File: config.mk
export PLATFORM = sky130hd
export DESIGN_NAME = pwm_seq
export DESIGN_NICKNAME = d
export VERILOG_FILES = /design/src/rtl/pwm_seq_pkg.sv /design/src/rtl/pwm_seq_timer.sv /design/src/rtl/pwm_seq.sv
export SDC_FILE = /design/constraint.sdc
export NUM_CORES = 1
export LEC_CHECK = 0
export CAP_MARGIN = 0
export CORE_MARGIN = 5
export CORE_UTILIZATION = 40
export CTS_CLUSTER_DIAMETER = 150
export DETAILED_ROUTE_END_ITERATION = 7
export PLACE_DENSITY = 0.66
export RECOVER_POWER = 50
export SETUP_SLACK_MARGIN = 0.5
export SYNTH_ARGS = -nofsm -noshare
export SYNTH_HDL_FRONTEND = slang
export SYNTH_HIERARCHICAL = 1
export SYNTH_SLANG_ARGS = --single-unit
File: constraint.sdc
create_clock -name clk -period 9.49 [get_ports clk]
set_clock_uncertainty 0.05 [all_clocks]
set_input_delay 2.3725 -clock clk [delete_from_list [all_inputs] [get_ports clk]]
set_output_delay 2.3725 -clock clk [all_outputs]
set_load 0.02 [all_outputs]
File: src/rtl/pwm_seq_pkg.sv
// Shared defaults, FSM state type and index-width helper for the pwm_seq pattern player.
package pwm_seq_pkg;

  localparam int DEPTH_DEF = 4;
  localparam int W_DEF     = 4;

  typedef enum logic {
    IDLE = 1'b0,
    RUN  = 1'b1
  } state_e;

  // Table index width; DEPTH is a power of two >= 2.
  function automatic int idx_w(input int depth);
    return (depth < 2) ? 1 : $clog2(depth);
  endfunction

  localparam int IDX_W_DEF = idx_w(DEPTH_DEF);

endpackage

File: src/rtl/pwm_seq_timer.sv
// Per-entry delay/width timer: working copy of {d,w}, cycle counter, registered pulse
// and the end-of-entry flag consumed by the sequencer.
module pwm_seq_timer
  import pwm_seq_pkg::*;
#(
  parameter int W = W_DEF
) (
  input  logic         clk,
  input  logic         reset,
  input  logic         run_nxt,
  input  logic         load,
  input  logic [W-1:0] ld_d,
  input  logic [W-1:0] ld_w,
  output logic         pulse_raw,
  output logic         ent_end
);

  localparam logic [W:0] ONE = (W+1)'(1);

  logic [W:0]   cnt_q, cnt_d;
  logic [W-1:0] d_q, d_d;
  logic [W-1:0] w_q, w_d;
  logic         pulse_q, pulse_d;
  logic [W:0]   sum_q, sum_d, last_q;

  // d+w is carried in W+1 bits so {max,max} never wraps.
  always_comb begin
    sum_q   = {1'b0, d_q} + {1'b0, w_q};
    last_q  = (sum_q == '0) ? '0 : (sum_q - ONE);
    ent_end = (cnt_q == last_q);
  end

  always_comb begin
    d_d   = d_q;
    w_d   = w_q;
    cnt_d = cnt_q;
    if (!run_nxt) begin
      cnt_d = '0;
    end else if (load) begin
      cnt_d = '0;
      d_d   = ld_d;
      w_d   = ld_w;
    end else begin
      cnt_d = cnt_q + ONE;
    end
    sum_d   = {1'b0, d_d} + {1'b0, w_d};
    pulse_d = run_nxt && (cnt_d >= {1'b0, d_d}) && (cnt_d < sum_d);
  end

  always_ff @(posedge clk or negedge reset) begin
    if (!reset) begin
      cnt_q   <= '0;
      d_q     <= '0;
      w_q     <= '0;
      pulse_q <= 1'b0;
    end else begin
      cnt_q   <= cnt_d;
      d_q     <= d_d;
      w_q     <= w_d;
      pulse_q <= pulse_d;
    end
  end

  assign pulse_raw = pulse_q;

endmodule

File: src/rtl/pwm_seq.sv
// Table-driven PWM sequencer: plays len entries of {delay low, width high}, one-shot or looped.
// Optional PWM_SEQ_POLARITY_EN adds input pol that inverts pulse (idle/reset level = pol).
module pwm_seq
  import pwm_seq_pkg::*;
#(
  parameter  int DEPTH = DEPTH_DEF,
  parameter  int W     = W_DEF,
  localparam int IDX_W = idx_w(DEPTH)
) (
  input  logic             clk,
  input  logic             reset,
  input  logic             wr_en,
  input  logic [IDX_W-1:0] wr_addr,
  input  logic [W-1:0]     wr_d,
  input  logic [W-1:0]     wr_w,
  input  logic [IDX_W:0]   len,
  input  logic             loop,
  input  logic             start,
  input  logic             stop,
`ifdef PWM_SEQ_POLARITY_EN
  input  logic             pol,
`endif
  output logic             busy,
  output logic             done,
  output logic [IDX_W-1:0] cur_idx,
  output logic             pulse
);

  localparam logic [IDX_W:0]   DEPTH_L = (IDX_W+1)'(DEPTH);
  localparam logic [IDX_W:0]   LEN_ONE = (IDX_W+1)'(1);
  localparam logic [IDX_W-1:0] IDX_ONE = IDX_W'(1);
  localparam logic [IDX_W-1:0] IDX_MAX = IDX_W'(DEPTH - 1);

  state_e                    state_q, state_d;
  logic [IDX_W-1:0]          idx_q, idx_d;
  logic [IDX_W-1:0]          last_q, last_d;
  logic                      loop_q, loop_d;
  logic                      done_q, done_d;
  logic [DEPTH-1:0][W-1:0]   dly_q, dly_d;
  logic [DEPTH-1:0][W-1:0]   wid_q, wid_d;

  logic [IDX_W:0]   len_m1;
  logic [IDX_W-1:0] len_last;
  logic             load;
  logic             run_nxt;
  logic             ent_end;
  logic             pulse_raw;

  // Clamp len into 1..DEPTH and keep it as the index of the final entry.
  always_comb begin
    len_m1 = len - LEN_ONE;
    if (len == '0)          len_last = '0;
    else if (len > DEPTH_L) len_last = IDX_MAX;
    else                    len_last = len_m1[IDX_W-1:0];
  end

  always_comb begin
    dly_d = dly_q;
    wid_d = wid_q;
    if (wr_en) begin
      dly_d[wr_addr] = wr_d;
      wid_d[wr_addr] = wr_w;
    end
  end

  always_comb begin
    state_d = state_q;
    idx_d   = idx_q;
    last_d  = last_q;
    loop_d  = loop_q;
    done_d  = 1'b0;
    load    = 1'b0;
    case (state_q)
      IDLE: begin
        if (start && !stop) begin
          state_d = RUN;
          idx_d   = '0;
          last_d  = len_last;
          loop_d  = loop;
          load    = 1'b1;
        end
      end
      RUN: begin
        if (stop) begin
          state_d = IDLE;
        end else if (ent_end) begin
          if (idx_q == last_q) begin
            if (loop_q) begin
              idx_d = '0;
              load  = 1'b1;
            end else begin
              state_d = IDLE;
              done_d  = 1'b1;
            end
          end else begin
            idx_d = idx_q + IDX_ONE;
            load  = 1'b1;
          end
        end
      end
      default: state_d = IDLE;
    endcase
    run_nxt = (state_d == RUN);
  end

  always_ff @(posedge clk or negedge reset) begin
    if (!reset) begin
      state_q <= IDLE;
      idx_q   <= '0;
      last_q  <= '0;
      loop_q  <= 1'b0;
      done_q  <= 1'b0;
      dly_q   <= '0;
      wid_q   <= '0;
    end else begin
      state_q <= state_d;
      idx_q   <= idx_d;
      last_q  <= last_d;
      loop_q  <= loop_d;
      done_q  <= done_d;
      dly_q   <= dly_d;
      wid_q   <= wid_d;
    end
  end

  // Entry parameters are copied at entry start, so a write to the playing entry waits for its next visit.
  pwm_seq_timer #(.W(W)) u_timer (
    .clk       (clk),
    .reset     (reset),
    .run_nxt   (run_nxt),
    .load      (load),
    .ld_d      (dly_q[idx_d]),
    .ld_w      (wid_q[idx_d]),
    .pulse_raw (pulse_raw),
    .ent_end   (ent_end)
  );

  assign busy    = (state_q == RUN);
  assign done    = done_q;
  assign cur_idx = idx_q;

`ifdef PWM_SEQ_POLARITY_EN
  assign pulse = pulse_raw ^ pol;
`else
  assign pulse = pulse_raw;
`endif

endmodule
Word-level counts from Yosys, hierarchy flattened
Cells that the tools add are included.

operators by class
  equal/unequal tests = 2
  reductions and logical operators = 8
  bitwise gates (word level) = 1
  add/subtract/negate cells = 6
  magnitude comparators = 6
  mux-type cells = 37

operators by type and width
  cell                   number
  $bwmux W16             2
  $mux W4                7
  $bmux W4 S2            2
  $mux W5                3
  $mux W2                7
  $mux W1                12
  $add A4 B4 Y5          2
  $demux W4 S2           1
  $lt A2 B3 Y1 const B   2
  $add A5 B1 Y5 const B  1
  $eq A5 B5 Y1           1
  $ge A5 B4 Y1           1
  $logic_not A5 Y1       1
  $lt A5 B5 Y1           1
  $sub A5 B1 Y5 const B  1
  $logic_and A1 B1 Y1    4
  $pmux W1 S2            2
  $pmux W2 S2            1
  $gt A3 B3 Y1 const B   1
  $logic_not A3 Y1       1
  $add A2 B1 Y2 const B  1
  $eq A2 B2 Y1           1
  $ge A2 B1 Y1 const B   1
  $reduce_and A2 Y1      1
  3 further kinds        3

storage, ports and cells
  register bits = 53
  logic and storage cells = 77
  input bits = 19
  output and inout bits = 5

Longest topological paths before layout
Gate-level depths: netlist of run 1.

  depth in word-level cells = 14
  mapped depth = 26
  mapped depth without buffers = 24

Hierarchy
Netlist of run 1, hierarchy kept.

by module, submodules not included
  module         cells each  times used  area each (um2)  sequential area each (um2)
  pwm_seq        138         1           1,875.5          975.9
  pwm_seq_timer  115         1           1,206.2          350.3

Worst setup path after synthesis of run 1
Ideal clock, no wire load.

  kind = input-to-reg
  start point = in stop
  end point = reg u_timer.pulse_q (netlist: u_timer/pulse_raw)
  setup time = 0.105 ns
  slack = 4.014 ns
  data arrival time = 5.321 ns
  stages = 17
  path through = or3b_1 clkbuf_1 nand2_1 o22ai_2 buf_6 buf_12 mux2i_1 mux2i_1 mux2_2 ha_1 fa_1 inv_1 ha_1 a21boi_0 o21ai_0 a21oi_1 nor4b_1

between the ends
  word-level cells in the longest chain between the ends = 11
  elaborated cells between the ends (all ways) = 25

ends and longest elaborated chain
  item                                                 line                                      source
  start, declared                                      pwm_seq.sv:19                             input logic stop,
  $logic_not A1 Y1                                     pwm_seq.sv:75                             if (start && !stop) begin
  $logic_and A1 B1 Y1                                  pwm_seq.sv:75
  $mux W2                                              pwm_seq.sv:75
  $pmux W2 S2 *                                        pwm_seq.sv:73                             case (state_q)
  net idx_d[1]                                         pwm_seq.sv:35                             logic [IDX_W-1:0] idx_q, idx_d;
  $bmux W4 S2 *                                        pwm_seq.sv:132                            .ld_d (dly_q[idx_d]),
  $mux W4 (not written as such) *                      pwm_seq.sv:132
  $mux W4 *                                            pwm_seq_timer.sv:39                       end else if (load) begin
  $mux W4 *                                            pwm_seq_timer.sv:37                       if (!run_nxt) begin
  net u_timer.d_d[0]                                   pwm_seq_timer.sv:21                       logic [W-1:0] d_q, d_d;
  $add A4 B4 Y5 or $ge A5 B4 Y1 (tied branches)        pwm_seq_timer.sv:46, pwm_seq_timer.sv:47
  $lt A5 B5 Y1 or $logic_and A1 B1 Y1 (tied branches)  pwm_seq_timer.sv:47                       pulse_d = run_nxt && (cnt_d >= {1'b0, d_d}) && (cnt_d < sum_d);
  $logic_and A1 B1 Y1 *                                pwm_seq_timer.sv:47
  net u_timer.pulse_d                                  pwm_seq_timer.sv:23                       logic pulse_q, pulse_d;
  end signal, assigned                                 pwm_seq_timer.sv:60                       pulse_q <= pulse_d;
  end, declared                                        pwm_seq_timer.sv:23

The timed path passes the listed nets; every way through them passes the cells marked *. The select of a mux whose other input is x is not followed.
A chain may end at the register's enable or synchronous reset.

Worst setup path after layout of run 1
  start point = in start
  end point = reg u_timer.pulse_q (netlist: u_timer/pulse_raw)

between the ends
  word-level cells in the longest chain between the ends = 10
  elaborated cells between the ends (all ways) = 21

ends and longest elaborated chain
  item                                                 line                                      source
  start, declared                                      pwm_seq.sv:18                             input logic start,
  $logic_and A1 B1 Y1 *                                pwm_seq.sv:75
  $mux W2                                              pwm_seq.sv:75
  $pmux W2 S2                                          pwm_seq.sv:73
  $bmux W4 S2                                          pwm_seq.sv:132
  $mux W4 (not written as such)                        pwm_seq.sv:132
  $mux W4                                              pwm_seq_timer.sv:39
  $mux W4 *                                            pwm_seq_timer.sv:37
  net u_timer.d_d[0]                                   pwm_seq_timer.sv:21
  $add A4 B4 Y5 or $ge A5 B4 Y1 (tied branches)        pwm_seq_timer.sv:46, pwm_seq_timer.sv:47
  $lt A5 B5 Y1 or $logic_and A1 B1 Y1 (tied branches)  pwm_seq_timer.sv:47
  $logic_and A1 B1 Y1 *                                pwm_seq_timer.sv:47
  net u_timer.pulse_d                                  pwm_seq_timer.sv:23

Marks and branches as above.

==> metrics.md, run 1 <==
| Metric | Value |
|---|---|
| Status | `finished with violations` |
| Failing checks | `capacitance limit, slew limit` |
| Area growth syn-to-layout | `13.0%` |
| Fill count | `704` |
| Final global-route overflow total | `0` |
| Final Hold Viols | `0` |
| Synth Area per Inst | `12.2 sq um` |
| Total power | `0.925 mW` |
| Initial antenna violation count | `0` |
| Max-Cap Viols | `1` |
| Via count | `2014` |
| Post-route ant nets | `0` |
| Root Buffer Master | `clkbuf_8` |
| #FFs+latches synth | `53` |
| CP arrival | `6470 ps` |
| Number of flops mapped to enable cells by yosys | `0` |
| Area share of fa/ha/maj cells after synthesis | `9.34%` |
| Design area | `3480 sq um` |
| Layout cells sized above 1 | `20.3%` |
| Total core area | `7610 sq um` |
| Worst vdd ir | `0.0998 mV` |
| Gpl congestion | `0.784` |
| Largest net degree at the start of global routing | `54` |
| Clock transition at path regs | `90 ps` |
| Family with the most delay on the worst path | `compound AO/OA/AOI/OAI gates` |
| Ys flop type | `dfrtp_1` |
| Yosys top cell by area | `dfrtp_1` |
| Critical Path End Type | `flop` |
| First-pass GRT wire length | `9860 um` |
| Maximum fanout along the worst path | `17` |
| Register area share after synthesis | `43.0%` |
| CTS buffer count | `5` |
| Hold Path Class | `reg2reg` |
| First drt pass iteration count | `4` |
| Post-synthesis simple-gate area fraction | `7.63%` |
| Multiplexer share of the synthesized area | `23.0%` |
| Worst reg2reg startpoint | `u_timer/d_q[0]$_DFF_PN0_` |
| Final period util | `66.6%` |
| Die Y-Extent | `97.8 um` |
| Number of DRC markers in iteration 0 | `93` |
| Netlist cell types | `52` |
| Crit start category | `input port` |
| WP buf/inv | `1` |
| Reg2reg end | `u_timer/pulse_raw$_DFF_PN0_` |
| Hold_buf cts | `0` |
| Hold path endpoint | `dly_q[0]$_DFFE_PN0P_` |
| Static Leak | `1.51 nW` |
| Crit-path slowest cell | `o22ai_2` |
| Rows | `32` |
| Vias in the first global route | `2020` |
| Die Wd | `97.8 um` |
| N_diodes | `0` |
| Min Tclk post-route | `6320 ps` |
| Cell Area, Synth | `3080 sq um` |
| CTS H-tree depth | `2` |
| DP Area | `3400 sq um` |
| Worst-Margin Slew | `2840 ps` |
| Clock buffer depth | `2` |
| WP data required | `9640 ps` |
| Total GRT Usage | `12.7%` |
| Async set or reset register ratio after synthesis | `100%` |
| Footprint of the multi-input gates | `1640 sq um` |
| Crit-path cells | `dlygate4sd3_1 > or3b_1 > nand2_1 > o22ai_2 > mux2i_1 > mux2i_1 > mux2_2 > ha_1 > fa_1 > a21o_1 > a21oi_1 > ha_1 > o21ai_0 > a21oi_1 > nor4b_1` |
| # clock sinks | `53` |
| WHS Path Cells | `1` |
| Synth Instances | `253` |
| I/O pins | `24` |
| WL/cell | `14.9 um` |
| CTS resizes | `0` |
| Leading post-synthesis cells by cell area | `dfrtp_1 (43%), mux2_2 (14%), mux2i_1 (9.1%)` |
| Layout Nets | `320` |
| # setup viols final | `0` |
| Unrepaired setup endpoints after global routing | `false` |
| Worst-skew pair later-pin latency | `300 ps` |
| CTS tree | `done` |
| DIE AREA | `9560 sq um` |
| Worst hold path startpoint | `dly_q[0]$_DFFE_PN0P_` |
| Synth Area in XOR/XNOR | `3.57%` |
| FF-to-FF setup slack | `3180 ps` |
| Drt via density | `5.26` |
| Routed WL | `5700 um` |
| Max Slew Vio Count | `54` |
| Max Fclk | `158 MHz` |
| Hpwl dp | `4290 um` |
| Synth warnings | `6` |
| Slew HR | `-89.1%` |
| Largest family of logic cells by synthesized area | `multiplexers` |
| Area share of the leading cell type in the synthesized netlist | `43.0%` |
| Hold_ws | `462 ps` |
| Remaining DRCs | `0` |
| CP Class | `in2reg` |
| Worst path max stage delay | `830 ps` |
| Effective utilization at floorplan | `40.5%` |
| Setup Fix Bufs, Post-CTS | `0` |
| Reg area | `1330 sq um` |
| Worst slack at placement | `2930 ps` |
| Input/output buffers | `23` |
| Syn nets | `293` |
| Synth Area in Compound Gates | `9.70%` |
| Power density cells | `266 nW/um^2` |
| Worst setup margin | `3170 ps` |
| R2R cell count | `22` |
| Sum of negative setup slack | `0 ps` |
-- sequential cells by signal, summed over array words and instances (netlist names) --
register           count
u_timer/pulse_raw      1
dly_q                 16
u_timer/w_q            4
done                   1
busy                   1
wid_q                 16
cur_idx                2
last_q                 2
u_timer/d_q            4
u_timer/cnt_q          5
loop_q                 1
-- layout by cell type, fill, tap and decap left out, types with 2 or more instances in the layout --
master and instances:
dfrtp_1 53, mux2_2 38, mux2i_1 28, clkdlybuf4s50_1 20
ha_1 19, inv_1 17, nor2_1 10, o21ai_0 8
nand2_1 6, nand3b_1 5, clkbuf_8 5, a21o_1 5
a21oi_1 5, xor2_1 4, nand2b_1 4, nand3_1 4
xnor2_1 4, a211oi_1 3, a21bo_2 2, a221oi_1 2
clkinvlp_4 2, clkbuf_1 2, dlygate4sd3_1 2, fa_1 2
-- how the worst max path moves through the flow --
stage / startpoint / endpoint / slack (ps) / cells after the start
2_1_floorplan: stop / u_timer/pulse_raw$_DFF_PN0_ / 4010 / 17
3_3_place_gp: stop / u_timer/pulse_raw$_DFF_PN0_ / 3070 / 16
3_5_place_dp: stop / u_timer/pulse_raw$_DFF_PN0_ / 2930 / 16
4_1_cts: u_timer/d_q[0]$_DFF_PN0_ / u_timer/pulse_raw$_DFF_PN0_ / 3130 / 23
5_1_grt: u_timer/d_q[0]$_DFF_PN0_ / u_timer/pulse_raw$_DFF_PN0_ / 2740 / 22
6_report: start / u_timer/pulse_raw$_DFF_PN0_ / 3170 / 15
-- report_power, final --
group | total (mW) | switching [mW] | leakage, nW | internal (mW)
sequential | 0.311 | 0.0355 | 0.649 | 0.275
combinational | 0.488 | 0.242 | 0.820 | 0.246
clock | 0.126 | 0.0739 | 0.0374 | 0.0521
total | 0.925 | 0.352 | 1.51 | 0.573
-- through the flow --
stage	std cells	utilization, %
after floorplan	253	-
after global placement	375	44.7
after detailed placement	375	44.7
after CTS	383	45.8
after global routing	383	45.8
final	383	45.8
-- per-layer routing --
metal / wire (um) / GRT usage, % / vias up
li1: - / - / 983
met1: 2730 / 17.5 / 1001
met2: 2740 / 20.1 / 26
met3: 172 / 2.93 / 4
met4: 52 / 3.19 / 0
met5: 0 / 0 / -
-- synthesized netlist by cell type (2+ instances only) --
library cell  instances
a211oi_1              3
a21bo_2               2
a21o_1                5
a21oi_1               5
a221oi_1              2
buf_6                 2
dfrtp_1              53
fa_1                  2
ha_1                 19
inv_1                17
mux2_2               38
mux2i_1              28
nand2_1               6
nand2b_1              4
nand3_1               4
nand3b_1              5
nor2_1               10
o21ai_0               8
xnor2_1               4
xor2_1                4
-- final cells by class --
type,instances,area share (%)
multi-input cells,178,47.1
clock buffers,6,2.08
inverters,17,1.83
flip-flops and latches,53,38.1
repair buffers,25,6.79
well taps,102,3.67
clock inverters,2,0.431
-- worst reg2reg max path: stages, from the launching register on --
cell and delay, ps:
dfrtp_1 390, ha_1 240, fa_1 480, inv_1 80, ha_1 230, nand2b_1 80
a2111oi_1 620, o21ai_1 170, mux2i_1 170, and4b_1 250, nand3b_1 210, o22ai_2 950
mux2i_1 290, mux2i_1 90, mux2_2 290, ha_1 240, fa_1 410, a21o_1 180
a21oi_1 160, ha_1 240, o21ai_0 80, a21oi_1 60, nor4b_1 240
-- logic make-up after synthesis --
kind of cell | Yosys count
adders and majority gates | 22
AOI/OAI and AO/OA | 40
and+or+nand+nor | 40
buffers and inverters | 22
xor gates and xnor gates | 10
DFF | 53
muxes | 66
No activity file was read; power rests on OpenSTA's default activity.
==> run 2: changes to the inputs <==
==> constraint.sdc (replaced) <==
create_clock -name clk -period 6.5 [get_ports clk]
set_clock_uncertainty 0.05 [all_clocks]
set_input_delay 1.625 -clock clk [delete_from_list [all_inputs] [get_ports clk]]
set_output_delay 1.625 -clock clk [all_outputs]
set_load 0.02 [all_outputs]
==> run 2 against run 1 <==
  * The flow still finishes with violations (capacitance limit, slew limit)
  * Non-clock buffer count increased by 2
  * Flip-flop and latch count unchanged
  * Critical path depth increased by 4
  * Clock power increased by 48%
  * Wire length increased by 1.9%
  * Clock-buffer cell count unchanged
  * Die area unchanged
  * Via count decreased by 1.3%
  * First-iteration DRC count unchanged
  * Critical endpoint unchanged
  * Highest routed layer unchanged
==> metrics.md, run 2 (synthesis results as in run 1) <==
| Metric | Value |
|---|---|
| Rows | `32` |
| First-pass GRT wire length | `10200 um` |
| Family with the most delay on the worst path | `adder cells` |
| CTS buffer count | `5` |
| WP data required | `6660 ps` |
| Most frequent cells in the layout | `dfrtp_1 (53), mux2_2 (38), mux2i_1 (28), clkdlybuf4s50_1 (20), ha_1 (19)` |
| Crit-path slowest cell | `fa_1` |
| Worst-skew pair later-pin latency | `300 ps` |
| # setup viols final | `0` |
| Failing checks | `capacitance limit, slew limit` |
| Hpwl dp | `4370 um` |
| Status | `finished with violations` |
| Final global-route overflow total | `0` |
| Total core area | `7610 sq um` |
| CP arrival | `5740 ps` |
| DIE AREA | `9560 sq um` |
| Drt via density | `5.16` |
| Worst setup margin | `929 ps` |
| Final period util | `85.7%` |
| Via count | `1987` |
| Layout cells sized above 1 | `22.3%` |
| Fill count | `710` |
| Top cell by count, worst path | `ha_1` |
| WL/cell | `15.1 um` |
| Maximum fanout along the worst path | `8` |
| Remaining DRCs | `0` |
| CTS tree | `done` |
| Most common cell after layout, fill and taps aside | `dfrtp_1` |
| Largest net degree at the start of global routing | `54` |
| Top flop regs | `dly_q: 16 flops, wid_q: 16 flops, u_timer/cnt_q: 5 flops` |
| Worst-Margin Slew | `2860 ps` |
| Total GRT Usage | `13.0%` |
| Routed WL | `5810 um` |
| CP Class | `reg2reg` |
| Post-route ant nets | `0` |
| CTS H-tree depth | `2` |
| Clock buffer depth | `2` |
| WP buf/inv | `1` |
| Crit-path cells | `ha_1 > fa_1 > xor2_2 > or3_4 > xnor3_2 > o2111ai_1 > and4b_1 > nand3b_1 > o21ai_0 > nand2_1 > mux2_2 > ha_1 > fa_1 > inv_1 > ha_1 > a21boi_0 > o21ai_0 > a21oi_1 > nor4b_2` |
| Max Slew Vio Count | `54` |
| Max Fclk | `179 MHz` |
| Min Tclk post-route | `5570 ps` |
| Unrepaired setup endpoints after global routing | `false` |
| Total power | `1.39 mW` |
| Hold Path Class | `reg2reg` |
| Max-Cap Viols | `1` |
| Crit start category | `flop` |
| Static Leak | `1.53 nW` |
| Worst vdd ir | `0.186 mV` |
| Initial antenna violation count | `0` |
| Critical Path End Type | `flop` |
| Layout Nets | `322` |
| Root Buffer Master | `clkbuf_8` |
| Worst path max stage delay | `480 ps` |
| Final Hold Viols | `0` |
| Number of DRC markers in iteration 0 | `93` |
| I/O pins | `24` |
| Worst slack at placement | `672 ps` |
| Effective utilization at floorplan | `40.5%` |
| Power density cells | `391 nW/um^2` |
| Die Y-Extent | `97.8 um` |
| Input/output buffers | `23` |
| Slew HR | `-90.7%` |
| Die Wd | `97.8 um` |
| First drt pass iteration count | `4` |
| Area growth syn-to-layout | `14.8%` |
| N_diodes | `0` |
| # clock sinks | `53` |
| Setup Fix Bufs, Post-CTS | `0` |
| Sum of negative setup slack | `0 ps` |
| Clock transition at path regs | `100 ps` |
| Gpl congestion | `0.868` |
| Vias in the first global route | `2151` |
| Hold_buf cts | `0` |
## run 2: where the power goes
part	internal (mW)	switching, mW	total, mW
registers	0.402	0.0499	0.452
logic	0.368	0.379	0.747
clock network	0.0771	0.109	0.186
## run 2: cell type report
class | count | area (sq um) | share of cell area, %
sequential | 53 | 1330 | 37.5
multi-input combinational | 178 | 1680 | 47.6
inverter | 17 | 63.8 | 1.80
clock inverter | 2 | 13.8 | 0.389
tap | 102 | 128 | 3.61
clock buffer | 6 | 72.6 | 2.05
timing repair buffer | 27 | 251 | 7.11
## run 2: what timing repair did
action / in CTS / in global routing
gates resized for setup: 0 / 6
endpoints found under the hold margin: 0 / 0
endpoints found under the setup margin: 0 / 1
## run 2: worst paths after layout
kind / start / to / slack, ps / depth (start not counted)
worst min-delay path: wid_q[9]$_DFFE_PN0P_ / wid_q[9]$_DFFE_PN0P_ / 460 / 1
worst max register to register: u_timer/d_q[0]$_DFF_PN0_ / u_timer/pulse_raw$_DFF_PN0_ / 930 / 19
worst max-delay path: u_timer/d_q[0]$_DFF_PN0_ / u_timer/pulse_raw$_DFF_PN0_ / 930 / 19
worst min register to register: wid_q[9]$_DFFE_PN0P_ / wid_q[9]$_DFFE_PN0P_ / 460 / 1
max in group asynchronous: reset / wid_q[5]$_DFFE_PN0P_ / 2510 / 2
min in group asynchronous: reset / u_timer/pulse_raw$_DFF_PN0_ / 2280 / 2
## run 2: metrics by stage
stage	hold slack (ps)	instances	util, %	instance area [sq um]
after global placement	438	377	44.9	3410
final	462	385	46.5	3540
after detailed placement	444	377	44.9	3410
after CTS	467	385	46.0	3500
after global routing	485	385	46.5	3540
after floorplan	418	253	-	3080
## run 2: layer usage
layer  vias up  routed length, um  track usage [%]
met3         6                178             3.00
met5         -                  0                0
met2        30               2810             21.8
met1       966               2750             16.8
met4         0                 65             4.05
li1        985                  -                -
## run 2: worst register-to-register path: stages, from the launching register on
cell       delay, ps
dfrtp_1          400
ha_1             240
fa_1             480
xor2_2           260
or3_4            390
xnor3_2          210
o2111ai_1        100
and4b_1          290
nand3b_1         240
o21ai_0          440
nand2_1          350
mux2_2           400
ha_1             240
fa_1             480
inv_1             40
ha_1             260
a21boi_0         120
o21ai_0          190
a21oi_1          110
nor4b_2          210
